File: config.mk
export PLATFORM = sky130hd
export DESIGN_NAME = nibble_serial_alu_ctrl
export DESIGN_NICKNAME = d
export VERILOG_FILES = /design/src/rtl/nibble_serial_alu_ctrl.sv
export SDC_FILE = /design/constraint.sdc
export NUM_CORES = 1
export LEC_CHECK = 0
export ABC_AREA = 1
export BUFFER_PORTS_ARGS = -buffer_cell sky130_fd_sc_hd__buf_4
export CAP_MARGIN = 20
export CORE_ASPECT_RATIO = 1.1
export CORE_MARGIN = 2
export CORE_UTILIZATION = 35
export DETAILED_ROUTE_END_ITERATION = 10
export GPL_TIMING_DRIVEN = 0
export PLACE_DENSITY = 0.63
export SYNTH_ARGS = -nofsm -noshare
export SYNTH_HDL_FRONTEND = slang
export SYNTH_SLANG_ARGS = --single-unit
File: constraint.sdc
create_clock -name clk -period 2.3 [get_ports clk]
set_input_delay 0.345 -clock clk [delete_from_list [all_inputs] [get_ports clk]]
set_output_delay 0.345 -clock clk [all_outputs]
set_load 0.03 [all_outputs]
File: src/rtl/nibble_serial_alu_ctrl.sv
`timescale 1ns/1ps
// -----------------------------------------------------------------------------
// nibble_serial_alu_ctrl
//
// Runs a WIDTH-bit ALU operation through one shared 4-bit 181-style ALU slice.
// It processes one nibble per clock, least significant nibble first. The
// active-low carry ripples from one nibble to the next through a register.
// The result is built up in a working register and copied to the output
// registers when the operation completes.
//
// Parameters
//   WIDTH     operand/result width; a multiple of 4, at least 8
//
// Ports
//   clk       clock; all state changes happen on the rising edge
//   rst_n     synchronous reset, active low
//   start     request pulse; accepted only in IDLE
//   abort     (only when NSAC_ABORT_EN is defined) drops RUN/DONE back to IDLE
//   op_s      function select, latched and driven to the slice S inputs
//   op_m      mode: 1 = logic, 0 = arithmetic
//   cin_n     active-low carry-in for nibble 0
//   a, b      operands, sampled when start is accepted
//   busy      high in RUN and DONE
//   done      one-cycle completion pulse
//   result    last completed result, held until the next completion
//   cout_n    active-low carry-out of the top nibble of the last completed op
//   a_eq_b    AND of the slice A=B output over all nibbles of the last op
//   alu_a/b   current operand nibbles to the slice
//   alu_s/m   latched function select and mode to the slice
//   alu_ci_n  carry-in to the slice
//   alu_f     slice F output
//   alu_co_n  slice carry-out, active low
//   alu_aeqb  slice A=B output
//
// Optional feature macro: NSAC_ABORT_EN (adds the abort input).
//
// state   | meaning
// --------+------------------------------------------------------------
// ST_IDLE | waiting for start; slice inputs hold their last values
// ST_RUN  | nibble k is on the slice; its F/co_n are captured at the edge
// ST_DONE | done pulse; result/cout_n/a_eq_b already hold the new values
// -----------------------------------------------------------------------------
module nibble_serial_alu_ctrl #(
    parameter int WIDTH = 16
) (
    input  logic             clk,
    input  logic             rst_n,
    input  logic             start,
`ifdef NSAC_ABORT_EN
    input  logic             abort,
`endif
    input  logic [3:0]       op_s,
    input  logic             op_m,
    input  logic             cin_n,
    input  logic [WIDTH-1:0] a,
    input  logic [WIDTH-1:0] b,
    output logic             busy,
    output logic             done,
    output logic [WIDTH-1:0] result,
    output logic             cout_n,
    output logic             a_eq_b,
    output logic [3:0]       alu_a,
    output logic [3:0]       alu_b,
    output logic [3:0]       alu_s,
    output logic             alu_m,
    output logic             alu_ci_n,
    input  logic [3:0]       alu_f,
    input  logic             alu_co_n,
    input  logic             alu_aeqb
);

    localparam int NIB = WIDTH / 4;
    localparam int K_W = (NIB > 1) ? $clog2(NIB) : 1;
    localparam logic [K_W-1:0] K_LAST = K_W'(NIB - 1);

    typedef enum logic [1:0] {
        ST_IDLE,
        ST_RUN,
        ST_DONE
    } state_t;

    state_t           state;
    logic [WIDTH-1:0] a_reg;
    logic [WIDTH-1:0] b_reg;
    logic [WIDTH-1:0] work;
    logic [K_W-1:0]   k;
    logic             cin_reg;
    logic             carry_r;
    logic             eq_acc;
    logic             ci_last;
    logic             abort_hit;

`ifdef NSAC_ABORT_EN
    assign abort_hit = abort;
`else
    assign abort_hit = 1'b0;
`endif

    // k is not advanced on the last nibble. It stays at the top nibble through
    // DONE and IDLE, so alu_a/alu_b keep showing the last values driven to the
    // slice until the next operation starts.
    assign alu_a = a_reg[4*int'(k) +: 4];
    assign alu_b = b_reg[4*int'(k) +: 4];

    // Outside RUN the carry register has already taken the final carry-out.
    // Use the copy of the last driven carry-in instead, so alu_ci_n holds.
    always_comb begin
        alu_ci_n = ci_last;
        if (state == ST_RUN) begin
            if ((k == '0) || alu_m)
                alu_ci_n = cin_reg;
            else
                alu_ci_n = carry_r;
        end
    end

    always_ff @(posedge clk) begin
        if (!rst_n) begin
            state   <= ST_IDLE;
            busy    <= 1'b0;
            done    <= 1'b0;
            result  <= '0;
            cout_n  <= 1'b1;
            a_eq_b  <= 1'b0;
            k       <= '0;
            carry_r <= 1'b1;
            eq_acc  <= 1'b1;
            work    <= '0;
            a_reg   <= '0;
            b_reg   <= '0;
            alu_s   <= '0;
            alu_m   <= 1'b0;
            cin_reg <= 1'b1;
            ci_last <= 1'b1;
        end else begin
            done <= 1'b0;
            case (state)
                ST_IDLE: begin
                    if (start) begin
                        a_reg   <= a;
                        b_reg   <= b;
                        alu_s   <= op_s;
                        alu_m   <= op_m;
                        cin_reg <= cin_n;
                        carry_r <= cin_n;
                        eq_acc  <= 1'b1;
                        k       <= '0;
                        busy    <= 1'b1;
                        state   <= ST_RUN;
                    end
                end

                ST_RUN: begin
                    if (abort_hit) begin
                        // Only the working registers have changed so far, so
                        // the outputs keep the previous completed operation.
                        busy  <= 1'b0;
                        state <= ST_IDLE;
                    end else begin
                        work[4*int'(k) +: 4] <= alu_f;
                        carry_r <= alu_co_n;
                        eq_acc  <= eq_acc & alu_aeqb;
                        ci_last <= alu_ci_n;
                        if (k == K_LAST) begin
                            // The last nibble is the top one. It goes straight
                            // into the output register together with the
                            // lower nibbles already collected.
                            result <= {alu_f, work[WIDTH-5:0]};
                            cout_n <= alu_co_n;
                            a_eq_b <= eq_acc & alu_aeqb;
                            done   <= 1'b1;
                            state  <= ST_DONE;
                        end else begin
                            k <= k + 1'b1;
                        end
                    end
                end

                ST_DONE: begin
                    busy  <= 1'b0;
                    state <= ST_IDLE;
                end

                default: begin
                    busy  <= 1'b0;
                    state <= ST_IDLE;
                end
            endcase
        end
    end

endmodule

==> impl_results.md, run 1 <==
* Post-DP HPWL at 5821 microns
* Clock power frac at 32.7%
* Antenna Nets Post-Route at 0
* DR iter-0 viols at 125
* Hold Crit Endpoint: eq_acc$_SDFFE_PN1P_
* Hold_buf cts at 0
* Cells after Synth at 423
* Kind of critical path: reg2out
* Lkg Pwr at 1.901 nW
* Vias in the first global route at 2,786
* Fillers at 927
* Worst path max stage delay at 360 ps
* DRC at 0
* Switching Share at 28.82%
* EDFF count, synth at 0
* Worst rel slew slack at 64.58%
* Max-Cap Viols at 0
* Via count at 2,983
* Layout Utilization at 46.59%
* P_sw at 878.8 uW
* Final Instance Area at 0.004071 sq mm
* Most common cell after layout, fill and taps aside: nor2_1
* Htree depth at 3
* First-pass DRT Iterations at 4
* Total power at 3.050 mW
* Final Net Count at 567
* Pwr Density at 749.0 mW/mm^2
* FFs w/ async S/R, synth at 0%
* Yosys reg bits at 77
* Internal cell power at 2.171 mW
* Pin count of the biggest net entering global routing at 13
* Yosys warnings at 0
* Hold WC Path Type: in2reg
* Initial antenna violation count at 0
* Ports at 81
* # port buffers at 80
* Crit path launch type: flop
* Worst reg2reg path depth at 8
* Max VDD drop at 324.4 uV
* CTS Buf Count at 9
* Run status: complete, no violations
* Library cells used by synthesis at 24
* Die width at 93.94 microns
* CP max-delay cell: dfxtp_1
* Worst-Skew Late Latency at 350 ps
* Fmax at 463.5 MHz
* Maximum fanout along the worst path at 10
* Core area at 0.008738 sq mm
* Final min period at 2157 ps
* First-pass GRT wire length at 12,810 microns
* Initial Utilization at 35.64%
* Ys flop type: dfxtp_1
* Layout cells sized above 1 at 23.12%
* Worst slew pin tran at 531.3 ps
* DIE AREA at 0.009669 sq mm
* Reg2reg setup slack at 550 ps
* Clk_skew at 8.233 ps
* Worst EP required at 1960 ps
* Cell area after synthesis at 0.003114 sq mm
* Row count at 36
* Synthesized net count at 475
* RSZ-0062 raised after global routing: no
* Post-Route WL at 7879 microns
* Total gr overflow at 0
* Cell Chain, Critical Path: clkbuf_4, clkinvlp_4, ha_1, o21bai_1, nand3_1, o21ai_0, buf_4
* Area growth from synthesis to layout at 30.74%
* RePlAce Congestion at 0.8597
* CP delay by family, top: buffers and inverters
* Crit share post-route at 93.80%
* Avg Cell Area, Syn at 7.362 sq um
* Critical path depth in cells at 7
* Final setup viols at 0
* Gate power share at 19.4%
* Final hold violations at 0
* Sequential cell area at 0.001545 sq mm
* Reg power frac at 48.0%
* Post-synthesis sequential area ratio at 49.50%
* Hold path startpoint: alu_aeqb
* Vias per inst at 4.712
* Die height at 102.9 microns
* Worst Path Buf+Inv at 3
* Setup TNS at 0 ps
* Clk sink count at 77
* ANT cells at 0
* CP Capture Type: output pin
* Gr usage total at 17.08%
* Crit path DAT at 1810 ps
* Placed Area at 0.003857 sq mm
* Count of pins over their slew limit at 0
* Critical R2R Launch: k[0]$_SDFFE_PN0P_
* Drt wl/cell at 12.45 microns
* Worst hold path cell count at 3
* Clk buf depth at 2
* Area of the multi-input gates at 0.001380 sq mm
* CTS tree: built
* Commonest non-fill, non-tap cells in the layout: nor2_1, buf_4, dfxtp_1
* Clock root buffer master: clkbuf_8
* Reg2reg end: work[0]$_SDFFE_PN0P_
* Reg clk slew, reported paths at 70 ps
[final cells by class]
cell class,instances,area share [%]
plain buffers,22,2.950
clock buffers,11,3.473
clock inverters,4,1.199
inverters,21,2.090
multi-input cells,303,33.90
flip-flops and latches,77,37.95
well taps,114,3.503
repair buffers,81,14.94
[cell families (layout without fill, tap and decap cells)]
family / Yosys count / in the layout / share of synthesized area (%)
AO/OA/AOI/OAI: 105 / 105 / 17.44
AND/OR/NAND/NOR: 193 / 193 / 24.87
flip-flops: 77 / 77 / 49.50
adder cells (fa/ha/maj): 5 / 5 / 2.009
buffers and inverters: 43 / 139 / 6.187
[tightest hold or removal path: stages]
cell and delay (ps):
buf_4 90, a21oi_1 50, nand3_1 50
[through the flow]
step,std cells,worst slack [ps],hold slack (ps)
2_1_floorplan,423,394.5,440.3
3_3_place_gp,617,101.8,453.4
3_5_place_dp,617,83.70,456.6
4_1_cts,633,2.698,214.7
5_1_grt,633,2.906,220.5
6_report,633,142.5,224.0
[how the worst max path moves through the flow]
stage / start / to / slack (ps)
global route: k[1]$_SDFFE_PN0P_ / alu_ci_n / 3
detailed placement: k[0]$_SDFFE_PN0P_ / alu_ci_n / 80
CTS: k[0]$_SDFFE_PN0P_ / alu_ci_n / 3
floorplan: k[0]$_SDFFE_PN0P_ / alu_ci_n / 390
global placement: k[0]$_SDFFE_PN0P_ / alu_ci_n / 100
finish: k[1]$_SDFFE_PN0P_ / alu_ci_n / 140
[power by group through the flow]
stage | Sequential, mW | Combinational [mW] | Clock, mW
after floorplan | 1.51 | 0.348 | 0
after global placement | 1.49 | 0.579 | 0
final | 1.46 | 0.591 | 0.996
after detailed placement | 1.49 | 0.584 | 0
after global routing | 1.47 | 0.659 | 1.08
after CTS | 1.46 | 0.593 | 1.02
[synth_stat cells, drive strengths merged (5+ instances only)]
| library cell | number | area share, % |
|---|---|---|
| o22ai | 8 | 1.6 |
| inv | 20 | 2.4 |
| ha | 5 | 2.0 |
| nand3 | 7 | 1.3 |
| buf | 11 | 2.3 |
| a21oi | 18 | 2.9 |
| dfxtp | 77 | 49 |
| o21ai | 76 | 12 |
| nand2 | 35 | 4.5 |
| clkbuf | 11 | 1.4 |
| nor2 | 148 | 19 |
[layer usage]
layer  wire length (microns)  up-vias  GRT usage [%]  part of all wire, %
met1                    3481     1327          20.64                   44
met2                    3796       82          29.34                   48
met4                     182        0          8.807                  2.3
met3                     418       14          2.851                  5.3
met5                       0        -              0                    0
li1                        -     1560              -                    -
[repair_timing]
action / CTS / global route
setup buffers: 1 / 0
cloned: 0 / 0
gates resized for setup: 5 / 4
endpoints found under the setup margin: 1 / 1
Note: power is estimated with default switching activity, not from simulation.
==> inputs of run 2 (changes only) <==
==> constraint.sdc (replaced) <==
create_clock -name clk -period 2.3 [get_ports clk]
set_input_delay 0.46 -clock clk [delete_from_list [all_inputs] [get_ports clk]]
set_output_delay 0.46 -clock clk [all_outputs]
set_load 0.03 [all_outputs]
==> impl_results.md, run 2 (same netlist as run 1, synthesis figures left out) <==
* Reg power frac at 47.8%
* Max-Cap Viols at 0
* Final Net Count at 568
* Worst Path Buf+Inv at 3
* Core area at 0.008738 sq mm
* Crit path DAT at 1710 ps
* Critical path depth in cells at 7
* Htree depth at 3
* Critical R2R Launch: k[1]$_SDFFE_PN0P_
* Cell Chain, Critical Path: buf_6, clkinvlp_4, ha_2, o21bai_1, nand3_1, o21ai_0, buf_4
* Vias in the first global route at 2,786
* Via count at 2,939
* Fillers at 922
* Worst reg2reg path depth at 8
* Reg clk slew, reported paths at 70 ps
* CP Capture Type: output pin
* P_sw at 883.1 uW
* # port buffers at 80
* Clk buf depth at 2
* Kind of critical path: reg2out
* Clk_skew at 7.090 ps
* Launch point of the critical path: k[1]$_SDFFE_PN0P_
* Fmax at 461.6 MHz
* DIE AREA at 0.009669 sq mm
* Initial Utilization at 35.64%
* Hold_buf cts at 0
* CP max-delay cell: dfxtp_1
* Worst rel slew slack at 65.40%
* Switching Share at 28.86%
* Total gr overflow at 0
* First-pass GRT wire length at 12,810 microns
* Placed Area at 0.003857 sq mm
* Antenna Nets Post-Route at 0
* Area of the multi-input gates at 0.001383 sq mm
* Clk sink count at 77
* Worst-Skew Late Latency at 350 ps
* Gr usage total at 17.08%
* Layout cells sized above 1 at 23.85%
* Ports at 81
* CTS tree: built
* Row count at 36
* Initial antenna violation count at 0
* Vias per inst at 4.636
* CP endpoint: alu_ci_n
* Area growth from synthesis to layout at 31.34%
* First-pass DRT Iterations at 4
* Pin count of the biggest net entering global routing at 13
* Drt wl/cell at 12.40 microns
* Sequential cell area at 0.001545 sq mm
* Reg2reg end: work[6]$_SDFFE_PN0P_
* Hold path startpoint: alu_aeqb
* DR iter-0 viols at 143
* Final min period at 2166 ps
* Final hold violations at 0
* Internal cell power at 2.177 mW
* Reg2reg setup slack at 680 ps
* Crit path launch type: flop
* Die height at 102.9 microns
* Layout Utilization at 46.81%
* Count of pins over their slew limit at 0
* Clock power frac at 32.7%
* Gate power share at 19.5%
* Crit share post-route at 94.18%
* Maximum fanout along the worst path at 10
* Most common cell after layout, fill and taps aside: nor2_1
* CP delay by family, top: buffers and inverters
* CTS Buf Count at 9
* RePlAce Congestion at 0.8597
* Max VDD drop at 325.4 uV
* Lkg Pwr at 1.914 nW
* Post-Route WL at 7862 microns
* Post-DP HPWL at 5821 microns
* ANT cells at 0
* Final Instance Area at 0.004090 sq mm
* Worst path max stage delay at 380 ps
* Worst slew pin tran at 518.9 ps
* Hold WC Path Type: in2reg
* Worst EP required at 1840 ps
* Clock root buffer master: clkbuf_8
* Final setup viols at 0
* Pwr Density at 748.1 mW/mm^2
* Run status: complete, no violations
* Die width at 93.94 microns
* DRC at 0
* Commonest non-fill, non-tap cells in the layout: nor2_1, buf_4, dfxtp_1
run 2: worst min path at each step:
stage | endpoint | slack, ps | cells after the start
after floorplan | cin_reg$_SDFFE_PN1P_ | 440 | 2
after global placement | cin_reg$_SDFFE_PN1P_ | 450 | 2
after detailed placement | work[5]$_SDFFE_PN0P_ | 460 | 2
after CTS | eq_acc$_SDFFE_PN1P_ | 330 | 3
after global routing | eq_acc$_SDFFE_PN1P_ | 340 | 3
final | eq_acc$_SDFFE_PN1P_ | 340 | 3
run 2: cell type report:
class                      count  share of cell area, %
clock buffer                  11                  3.457
multi-input combinational    303                  33.80
clock inverter                 4                  1.193
buffer                        21                  2.906
inverter                      21                  2.141
timing repair buffer          83                  15.23
tap                          114                  3.487
sequential                    77                  37.78
run 2: through the flow:
| stage | power, mW | worst slack, ps | std cells | setup TNS (ps) | hold WS (ps) |
|---|---|---|---|---|---|
| after global placement | 2.070 | -13.23 | 617 | -13.23 | 453.4 |
| after CTS | 3.080 | 42.34 | 633 | 0 | 329.7 |
| after floorplan | 1.856 | 279.5 | 423 | 0 | 440.3 |
| final | 3.060 | 133.8 | 634 | 0 | 343.3 |
| after global routing | 3.218 | -11.56 | 634 | -11.56 | 335.5 |
| after detailed placement | 2.077 | -31.30 | 617 | -31.30 | 456.6 |
run 2: tightest hold or removal path: cells and delay by family:
| kind | cells | cell delay (ps) |
|---|---|---|
| buffers and inverters | 1 | 90 |
| AO/OA/AOI/OAI | 1 | 50 |
| AND/OR/NAND/NOR | 1 | 60 |
run 2: metal layers:
| metal | up-vias | wire [microns] | global-route usage (%) |
|---|---|---|---|
| li1 | 1563 | - | - |
| met1 | 1293 | 3606 | 20.64 |
| met2 | 69 | 3729 | 29.34 |
| met3 | 14 | 335 | 2.851 |
| met4 | 0 | 190 | 8.807 |
| met5 | - | 0 | 0 |
run 2: power groups by stage:
stage	Sequential, mW	Clock, mW	Combinational (mW)
detailed placement	1.49	0	0.584
global route	1.47	1.08	0.667
CTS	1.46	1.02	0.596
floorplan	1.51	0	0.348
global placement	1.49	0	0.579
finish	1.46	0.999	0.598
run 2: what timing repair did:
action,CTS,global route
setup buffers,1,2
gates resized for setup,9,6
endpoints found under the setup margin,9,9
==> inputs of run 3 (changes only) <==
- ABC_AREA: 1 -> default
==> impl_results.md, run 3 <==
* Clk_skew at 7.121 ps
* Die height at 103.4 microns
* Library cells used by synthesis at 29
* Clk sink count at 77
* CTS tree: built
* Avg Cell Area, Syn at 8.936 sq um
* Pwr Density at 728.5 mW/mm^2
* Worst EP required at 1840 ps
* Htree depth at 3
* Layout cells sized above 1 at 27.49%
* Worst rel slew slack at 66.46%
* Drt wl/cell at 13.32 microns
* Via count at 2,672
* Max VDD drop at 347.1 uV
* Antenna Nets Post-Route at 0
* DR iter-0 viols at 82
* Clk buf depth at 2
* Hold WC Path Type: in2reg
* Final hold violations at 0
* Synthesized net count at 404
* Hold_buf cts at 0
* RSZ-0062 raised after global routing: no
* Placed instance count at 545
* Worst-Skew Late Latency at 350 ps
* Most common cell after layout, fill and taps aside: nand2_1
* First-pass GRT wire length at 12,210 microns
* Final setup viols at 0
* RePlAce Congestion at 0.8144
* Fmax at 449.2 MHz
* DRC at 0
* Area growth from synthesis to layout at 33.93%
* Ports at 81
* Maximum fanout along the worst path at 3
* Final Net Count at 498
* ANT cells at 0
* Yosys reg bits at 77
* Clock root buffer master: clkbuf_8
* Run status: complete, no violations
* First-pass DRT Iterations at 4
* Final Non-Filler Cells at 565
* Commonest non-fill, non-tap cells in the layout: nand2_1, buf_4, dfxtp_1
* Total power at 3.069 mW
* Row count at 36
* CP Capture Type: output pin
* Reg clk slew, reported paths at 80 ps
* Worst slew pin tran at 503.0 ps
* Lkg Pwr at 1.692 nW
* Vias per inst at 4.729
* FFs w/ async S/R, synth at 0%
* Initial Utilization at 35.81%
* Commonest cells post-synth: nand2_1, dfxtp_1, a21boi_0
* Most area-consuming cells after synthesis: dfxtp_1, nand2_1, a21boi_0
* Core area at 0.008783 sq mm
* Crit path DAT at 1770 ps
* CTS Buf Count at 9
* Post-synthesis sequential area ratio at 49.01%
* Ys flop type: dfxtp_1
* Final min period at 2226 ps
* Initial antenna violation count at 0
* Most common cell in the netlist: nand2_1
* Post-Route WL at 7526 microns
* Cell taking the most area after synthesis: dfxtp_1
* Gr usage total at 16.19%
* Crit path launch type: flop
* Post-DP HPWL at 5425 microns
* Cell area after synthesis at 0.003146 sq mm
* Crit share post-route at 96.79%
* # port buffers at 79
* Yosys warnings at 0
* Vias in the first global route at 2,577
* Kind of critical path: reg2out
* EDFF count, synth at 0
* Yosys top cell area share at 49.01%
* Pin count of the biggest net entering global routing at 14
* Total gr overflow at 0
* Cells after Synth at 352
* Die width at 94.39 microns
* Max-Cap Viols at 0
* Count of pins over their slew limit at 0
* DIE AREA at 0.009763 sq mm
==> run 3: cells by family (layout without fill, tap and decap cells) <==
group           after synthesis  count (layout)  share of synthesized area [%]
compound gates               77              77                          17.94
simple gates                153             153                          20.49
buf+inv                      31             130                          4.534
flops                        77              77                          49.01
mux                           9               9                          6.046
fa+ha+maj                     5               5                          1.989
==> run 3: layout make-up <==
type	count	area (sq um)
tap	114	142.6
buffer	26	142.6
clock buffer	11	141.4
fill	855	4571
clock inverter	5	106.4
sequential	77	1545
timing repair buffer	84	630.6
multi-input combinational	244	1485
inverter	4	18.77
==> run 3: stage by stage <==
step | instance area, sq um | hold WS (ps) | util [%] | setup WS (ps) | setup TNS, ps
final | 4213 | 362.4 | 47.96 | 73.89 | 0
after global routing | 4213 | 360.0 | 47.96 | 14.94 | 0
after CTS | 4190 | 359.9 | 47.71 | 14.45 | 0
after detailed placement | 3881 | 432.2 | 44.19 | -131.5 | -131.5
after global placement | 3881 | 431.8 | 44.19 | -130.3 | -130.3
after floorplan | 3146 | 421.8 | - | 93.85 | 0
==> run 3: worst paths after layout <==
kind / endpoint / startpoint / cells after the start / slack, ps
setup / recovery: alu_ci_n / k[1]$_SDFFE_PN0P_ / 7 / 70
hold / removal: a_reg[11]$_SDFFE_PN0P_ / a[11] / 3 / 360
setup reg to reg: cout_n$_SDFFE_PN1P_ / k[1]$_SDFFE_PN0P_ / 5 / 680
hold reg to reg: result[6]$_SDFFE_PN0P_ / work[6]$_SDFFE_PN0P_ / 2 / 460
==> run 3: per-layer routing <==
| layer | up-vias | GRT usage (%) | wire length (microns) |
|---|---|---|---|
| li1 | 1366 | - | - |
| met1 | 1230 | 20.56 | 3470 |
| met2 | 61 | 27.20 | 3624 |
| met3 | 15 | 3.261 | 290 |
| met4 | 0 | 6.466 | 141 |
| met5 | - | 0 | 0 |
==> run 3: timing repair <==
action                                  CTS  global route
resized for setup                        13             4
endpoints found under the setup margin    4             3
buffers inserted                          3             2
pin swaps                                 1             3
==> run 3: report_power, final <==
| part | switching (mW) | internal (mW) |
|---|---|---|
| Sequential | 0.0299 | 1.39 |
| Combinational | 0.211 | 0.191 |
| Clock | 0.495 | 0.755 |
==> run 3: worst max-delay path: stages (launching register included) <==
cell	delay [ps]
dfxtp_1	380
clkbuf_8	140
inv_1	80
ha_4	190
nor2_4	90
mux2i_2	260
o21ai_1	110
buf_4	180
